### src/rtl/dist_pkg.sv
// Shared types and default widths for the disparity decision stage.
// Second-best tracking and out_lowconf exist only when PEAK_MARGIN_EN is defined.
package dist_pkg;

   localparam int RES_W_DEF   = 18;
   localparam int PLACE_W_DEF = 6;

   typedef enum logic [1:0] {
      IDLE = 2'd0,
      SCAN = 2'd1,
      HOLD = 2'd2
   } state_t;

endpackage

### src/rtl/best_place_picker_peak_tracker.sv
// Best/place (and optional second-best) registers plus the strict unsigned comparison.
// Second-best logic and the next-cycle low-confidence flag are built only with PEAK_MARGIN_EN.
module peak_tracker
   import dist_pkg::*;
#(
   parameter int RES_W   = RES_W_DEF,
   parameter int PLACE_W = PLACE_W_DEF,
   parameter int MARGIN  = 16
) (
   input  logic               clk,
   input  logic               rst_n,
   input  logic               clear,
   input  logic               sample,
   input  logic               load_first,
   input  logic [RES_W-1:0]   in_result,
   input  logic [PLACE_W-1:0] in_place,
`ifdef PEAK_MARGIN_EN
   output logic               nxt_lowconf,
`endif
   output logic [RES_W-1:0]   best,
   output logic [PLACE_W-1:0] place
);

   logic take_new;

   // The first candidate always wins, even if its result is zero; later ones need a strict win.
   assign take_new = sample && (load_first || (in_result > best));

`ifdef PEAK_MARGIN_EN
   logic [RES_W-1:0] second;
   logic [RES_W-1:0] nxt_best;
   logic [RES_W-1:0] nxt_second;

   // best never drops below second, so the subtraction cannot underflow.
   always_comb begin
      nxt_best   = best;
      nxt_second = second;
      if (take_new) begin
         nxt_best   = in_result;
         nxt_second = best;
      end else if (sample && (in_result > second)) begin
         nxt_second = in_result;
      end
      nxt_lowconf = (nxt_best - nxt_second) < RES_W'(MARGIN);
   end

   always_ff @(posedge clk) begin
      if (!rst_n || clear) begin
         second <= '0;
      end else begin
         second <= nxt_second;
      end
   end
`endif

   always_ff @(posedge clk) begin
      if (!rst_n || clear) begin
         best  <= '0;
         place <= '0;
      end else if (take_new) begin
         best  <= in_result;
         place <= in_place;
      end
   end

endmodule

### src/rtl/best_place_picker.sv
// Scan FSM, candidate counter and valid/ready output for the disparity winner.
// Define PEAK_MARGIN_EN to add second-best tracking and the out_lowconf port.
module best_place_picker
   import dist_pkg::*;
#(
   parameter int RES_W   = RES_W_DEF,
   parameter int PLACE_W = PLACE_W_DEF,
   parameter int NCAND   = 64,
   parameter int MARGIN  = 16
) (
   input  logic               clk,
   input  logic               rst_n,
   input  logic               scan_start,
   input  logic               in_valid,
   input  logic [RES_W-1:0]   in_result,
   input  logic [PLACE_W-1:0] in_place,
   output logic               out_valid,
   input  logic               out_ready,
   output logic [PLACE_W-1:0] out_place,
   output logic [RES_W-1:0]   out_result,
   output logic               busy,
   output logic               scan_abort,
`ifdef PEAK_MARGIN_EN
   output logic               out_lowconf,
`endif
   output logic               scan_drop
);

   localparam int CW = $clog2(NCAND + 1);

   state_t        state;
   logic [CW-1:0] count;
   logic          clear;
   logic          sample;
   logic          last_cand;

   // A start clears the tracker whenever the FSM will honour it; a dropped start must not.
   assign clear     = scan_start && ((state == IDLE) || (state == SCAN) ||
                                     ((state == HOLD) && out_ready));
   assign sample    = (state == SCAN) && in_valid && !scan_start;
   assign last_cand = (count == CW'(NCAND - 1));

`ifdef PEAK_MARGIN_EN
   logic nxt_lowconf;
`endif

   peak_tracker #(
      .RES_W   (RES_W),
      .PLACE_W (PLACE_W),
      .MARGIN  (MARGIN)
   ) u_tracker (
      .clk         (clk),
      .rst_n       (rst_n),
      .clear       (clear),
      .sample      (sample),
      .load_first  (count == '0),
      .in_result   (in_result),
      .in_place    (in_place),
`ifdef PEAK_MARGIN_EN
      .nxt_lowconf (nxt_lowconf),
`endif
      .best        (out_result),
      .place       (out_place)
   );

   always_ff @(posedge clk) begin
      if (!rst_n) begin
         state      <= IDLE;
         count      <= '0;
         out_valid  <= 1'b0;
         busy       <= 1'b0;
         scan_abort <= 1'b0;
         scan_drop  <= 1'b0;
`ifdef PEAK_MARGIN_EN
         out_lowconf <= 1'b0;
`endif
      end else begin
         scan_abort <= 1'b0;
         scan_drop  <= 1'b0;
         case (state)
            IDLE: begin
               if (scan_start) begin
                  state <= SCAN;
                  count <= '0;
                  busy  <= 1'b1;
               end
            end
            SCAN: begin
               if (scan_start) begin
                  count      <= '0;
                  scan_abort <= 1'b1;
               end else if (in_valid) begin
                  if (last_cand) begin
                     state     <= HOLD;
                     count     <= CW'(NCAND);
                     out_valid <= 1'b1;
`ifdef PEAK_MARGIN_EN
                     out_lowconf <= nxt_lowconf;
`endif
                  end else begin
                     count <= count + 1'b1;
                  end
               end
            end
            HOLD: begin
               if (out_ready) begin
                  out_valid <= 1'b0;
                  count     <= '0;
`ifdef PEAK_MARGIN_EN
                  out_lowconf <= 1'b0;
`endif
                  if (scan_start) begin
                     state <= SCAN;
                  end else begin
                     state <= IDLE;
                     busy  <= 1'b0;
                  end
               end else if (scan_start) begin
                  scan_drop <= 1'b1;
               end
            end
            default: begin
               state     <= IDLE;
               count     <= '0;
               out_valid <= 1'b0;
               busy      <= 1'b0;
            end
         endcase
      end
   end

endmodule

### config.mk
export PLATFORM = sky130hd
export DESIGN_NAME = best_place_picker
export DESIGN_NICKNAME = d
export VERILOG_FILES = /design/src/rtl/dist_pkg.sv /design/src/rtl/best_place_picker_peak_tracker.sv /design/src/rtl/best_place_picker.sv
export SDC_FILE = /design/constraint.sdc
export NUM_CORES = 1
export LEC_CHECK = 0
export ABC_AREA = 1
export CORE_ASPECT_RATIO = 0.5
export CORE_UTILIZATION = 55
export CTS_BUF_LIST = sky130_fd_sc_hd__clkbuf_16
export DETAILED_ROUTE_END_ITERATION = 6
export DONT_BUFFER_PORTS = 1
export PLACE_DENSITY_LB_ADDON = 0.2
export SYNTH_ARGS = -nofsm -noshare
export SYNTH_HDL_FRONTEND = slang
export SYNTH_HIERARCHICAL = 1
export SYNTH_SLANG_ARGS = --single-unit
### constraint.sdc
create_clock -name clk -period 1.6 [get_ports clk]
set_input_delay 0.16 -clock clk [delete_from_list [all_inputs] [get_ports clk]]
set_output_delay 0.16 -clock clk [all_outputs]
set_load 0.01 [all_outputs]
==> impl_metrics.tcl <==
set metrics [dict create \
    period_share_pct 126 \
    grt.total_usage_pct 28.8 \
    path_max_fanout 7 \
    holdPathStages 2 \
    crit_required_ns 1.77 \
    dieWidth_um 95.9 \
    synth_async_sr_flop_share_pct 0 \
    fin_ws_ns -0.424 \
    synthAdderAreaFrac_pct 10.3 \
    area_delta_synth_final_pct 38.4 \
    crit_buf_inv 4 \
    yosys.cell_count.top_type "nand2_1" \
    drc_errors 0 \
    synth_area_sq_mm 0.00242 \
    rsz0062_at_grt "yes" \
    max_stage_delay_ns 0.33 \
    antenna_found_initial 0 \
    fp.dieArea_sq_mm 0.00469 \
    wl_per_cell_um 17.0 \
    die_h_um 48.9 \
    reg2reg_depth 14 \
    cts_buffer_depth 2 \
    status "finished with violations" \
    synth_seq_area_share_pct 30.6 \
    firstDrtPassIters 5 \
    core_sq_mm 0.00406 \
    synth_top_family_by_area "simple AND/OR/NAND/NOR gates" \
    ys.warnings.count 6 \
    layout_min_cycle_time_ns 2.02 \
    drt_iter0_markers 175 \
    ant_nets 0 \
    slew_headroom_pct 79.8 \
    io_pins 57 \
    vias 2528 \
    synth_area_per_cell_sq_um 6.71 \
    grt_pass1_vias 2325 \
    antennaDiodeCount 0 \
    synth_seq_cells 37 \
    netlist-cell-type-count 25 \
    hold_path_class "input pin to flop" \
    cts_tree "done" \
    viasPerCell 5.67 \
    cts-root-buf "clkbuf_16" \
    clock-sinks 37 \
    power_density_mw_per_mm2 791 \
    maxSlewViolCount 0 \
    synth_common_cells "nand2_1 (78), inv_1 (70), nor2_1 (41), nand3_1 (38), dfxtp_1 (37)" \
    htree_levels 2 \
    violations "setup timing" \
    path_class "flop to flop" \
    grt_max_degree 50 \
    critPathArrivalTime_ns 2.19 \
    synth-edff-count 0 \
    synthSimpleGateAreaFrac_pct 31.4 \
    fin_hold_ws_ns 0.00563 \
    multi_input_area_sq_mm 0.00168 \
    wl_um 7570 \
    synthXorXnorAreaFrac_pct 0 \
    clock_latency_ns 0.28 \
    port_buffers 0 \
    ys.flop_type "dfxtp_1" \
    setup_viol 24 \
    rows 16 \
    critPathTopFamily "simple AND/OR/NAND/NOR gates" \
    grt_pass1_wl_um 10400 \
    clk_pin_slew_ns 0.06 \
    cts_inserted_buffers 5 \
    cp.depth 14 \
    syn_inst 361 \
    final_nets 440 \
    fillCellCount 207 \
    grt-ovfl-total 0 \
    drive_gt1_share_pct 41.6 \
    synth_top_area_cell "dfxtp_1" \
    worst_slew_pin_slew_ns 0.300 \
    cap_violations 0 \
    crit_path_top_delay_cell "dfxtp_2" \
    pre_cts_ws_ns -0.307 \
    peakVddDrop_v 0.000466 \
    end_kind "flop" \
    dpl.hpwl_um 3720 \
    routabilityCongestion 0.880 \
    synth_fp_nets 410 \
    crit_chain "inv_2 -> ha_4 -> nand2_4 -> inv_1 -> nand2_1 -> nand2_1 -> a21oi_2 -> nand3_2 -> nand2_2 -> nand2_4 -> buf_12 -> buf_16 -> a21oi_2 -> nor2_1" \
    fmax_mhz 494 \
    power_leakage_uw 0.00150 \
    synth_compound_area_share_pct 12.1 \
    synth.area.top_cells "dfxtp_1 (31%), nand2_1 (12%), inv_1 (11%)" \
    fin_util_pct 82.5 \
    yosysTopAreaCellShare_pct 30.6 \
    final_hold_viol_count 0 \
    start_kind "flop" \
    skew_ns 0.00542 \
    start_util_pct 59.6 \
    synthMuxAreaShare_pct 0 \
    layout.area.seq_sq_um 761 \
]
[what timing repair did]
| action | 4_1_cts | 5_1_grt |
|---|---|---|
| setup buffers | 4 | 3 |
| gates cloned | 4 | 1 |
| setup endpoints to repair | 24 | 24 |
| resized for setup | 32 | 43 |
| hold endpoints to repair | 1 | 0 |
| pin swaps | 3 | 24 |
| hold buffers | 1 | 0 |
[metal layers]
layer / GRT usage [%] / routed length, um / vias up
li1: - / - / 1179
met1: 32.3 / 2870 / 1184
met2: 51.3 / 3770 / 132
met3: 8.10 / 619 / 33
met4: 11.9 / 311 / 0
met5: 0 / 0 / -
[layout by cell type, fill, tap and decap left out, types with 4 or more instances in the layout]
cell and instances:
buf_4 26, o21ai_0 5, dfxtp_2 16, dfxtp_1 21, nor2_4 5, a21oi_1 9, ha_4 15, ha_1 5
nor2_2 4, inv_2 14, nand2_2 20, clkbuf_16 6, a21oi_2 25, nand2_1 61, nand3_1 25, nand3_2 14
buf_12 4, nor2_1 37, inv_1 59
[power breakdown]
group,internal [uW],switching (uW)
sequential,960,34.3
clock,565,374
combinational,324,396
[final timing paths]
path                         to  slack [ns]          startpoint
max reg2reg  u_tracker/best[15]       -0.42  u_tracker/best[13]
min                    state[0]       0.006               rst_n
min reg2reg           out_valid        0.50           out_valid
max          u_tracker/best[15]       -0.42  u_tracker/best[13]
[sequential cells by signal, summed over array words and instances, names as in the netlist]
register         cells
scan_drop            1
scan_abort           1
u_tracker/best      18
u_tracker/place      6
out_valid            1
count                7
state                2
busy                 1
[layout make-up]
class,instances,area share (%)
Sequential cell,37,22.7
Timing Repair Buffer,37,13.0
Clock inverter,3,0.410
Tap cell,54,2.01
Inverter,72,8.06
Clock buffer,5,3.73
Multi-Input combinational cell,238,50.1
[kinds of logic after synthesis]
family	count (synthesis)
adder cells (fa/ha/maj)	20
buffers and inverters	86
AND/OR/NAND/NOR	175
flip-flops	37
AO/OA/AOI/OAI	43
[per-stage QoR]
step / total power [uW] / setup TNS (ns) / area [sq um] / cells
6_report: 2650 / -9.23 / 3350 / 446
5_1_grt: 2770 / -10.84 / 3350 / 446
4_1_cts: 2540 / -6.37 / 3100 / 442
3_5_place_dp: 1490 / -6.49 / 2650 / 425
3_3_place_gp: 1460 / -4.52 / 2650 / 425
2_1_floorplan: 1400 / -2.75 / 2470 / 361
(Power assumes the default switching activity.)
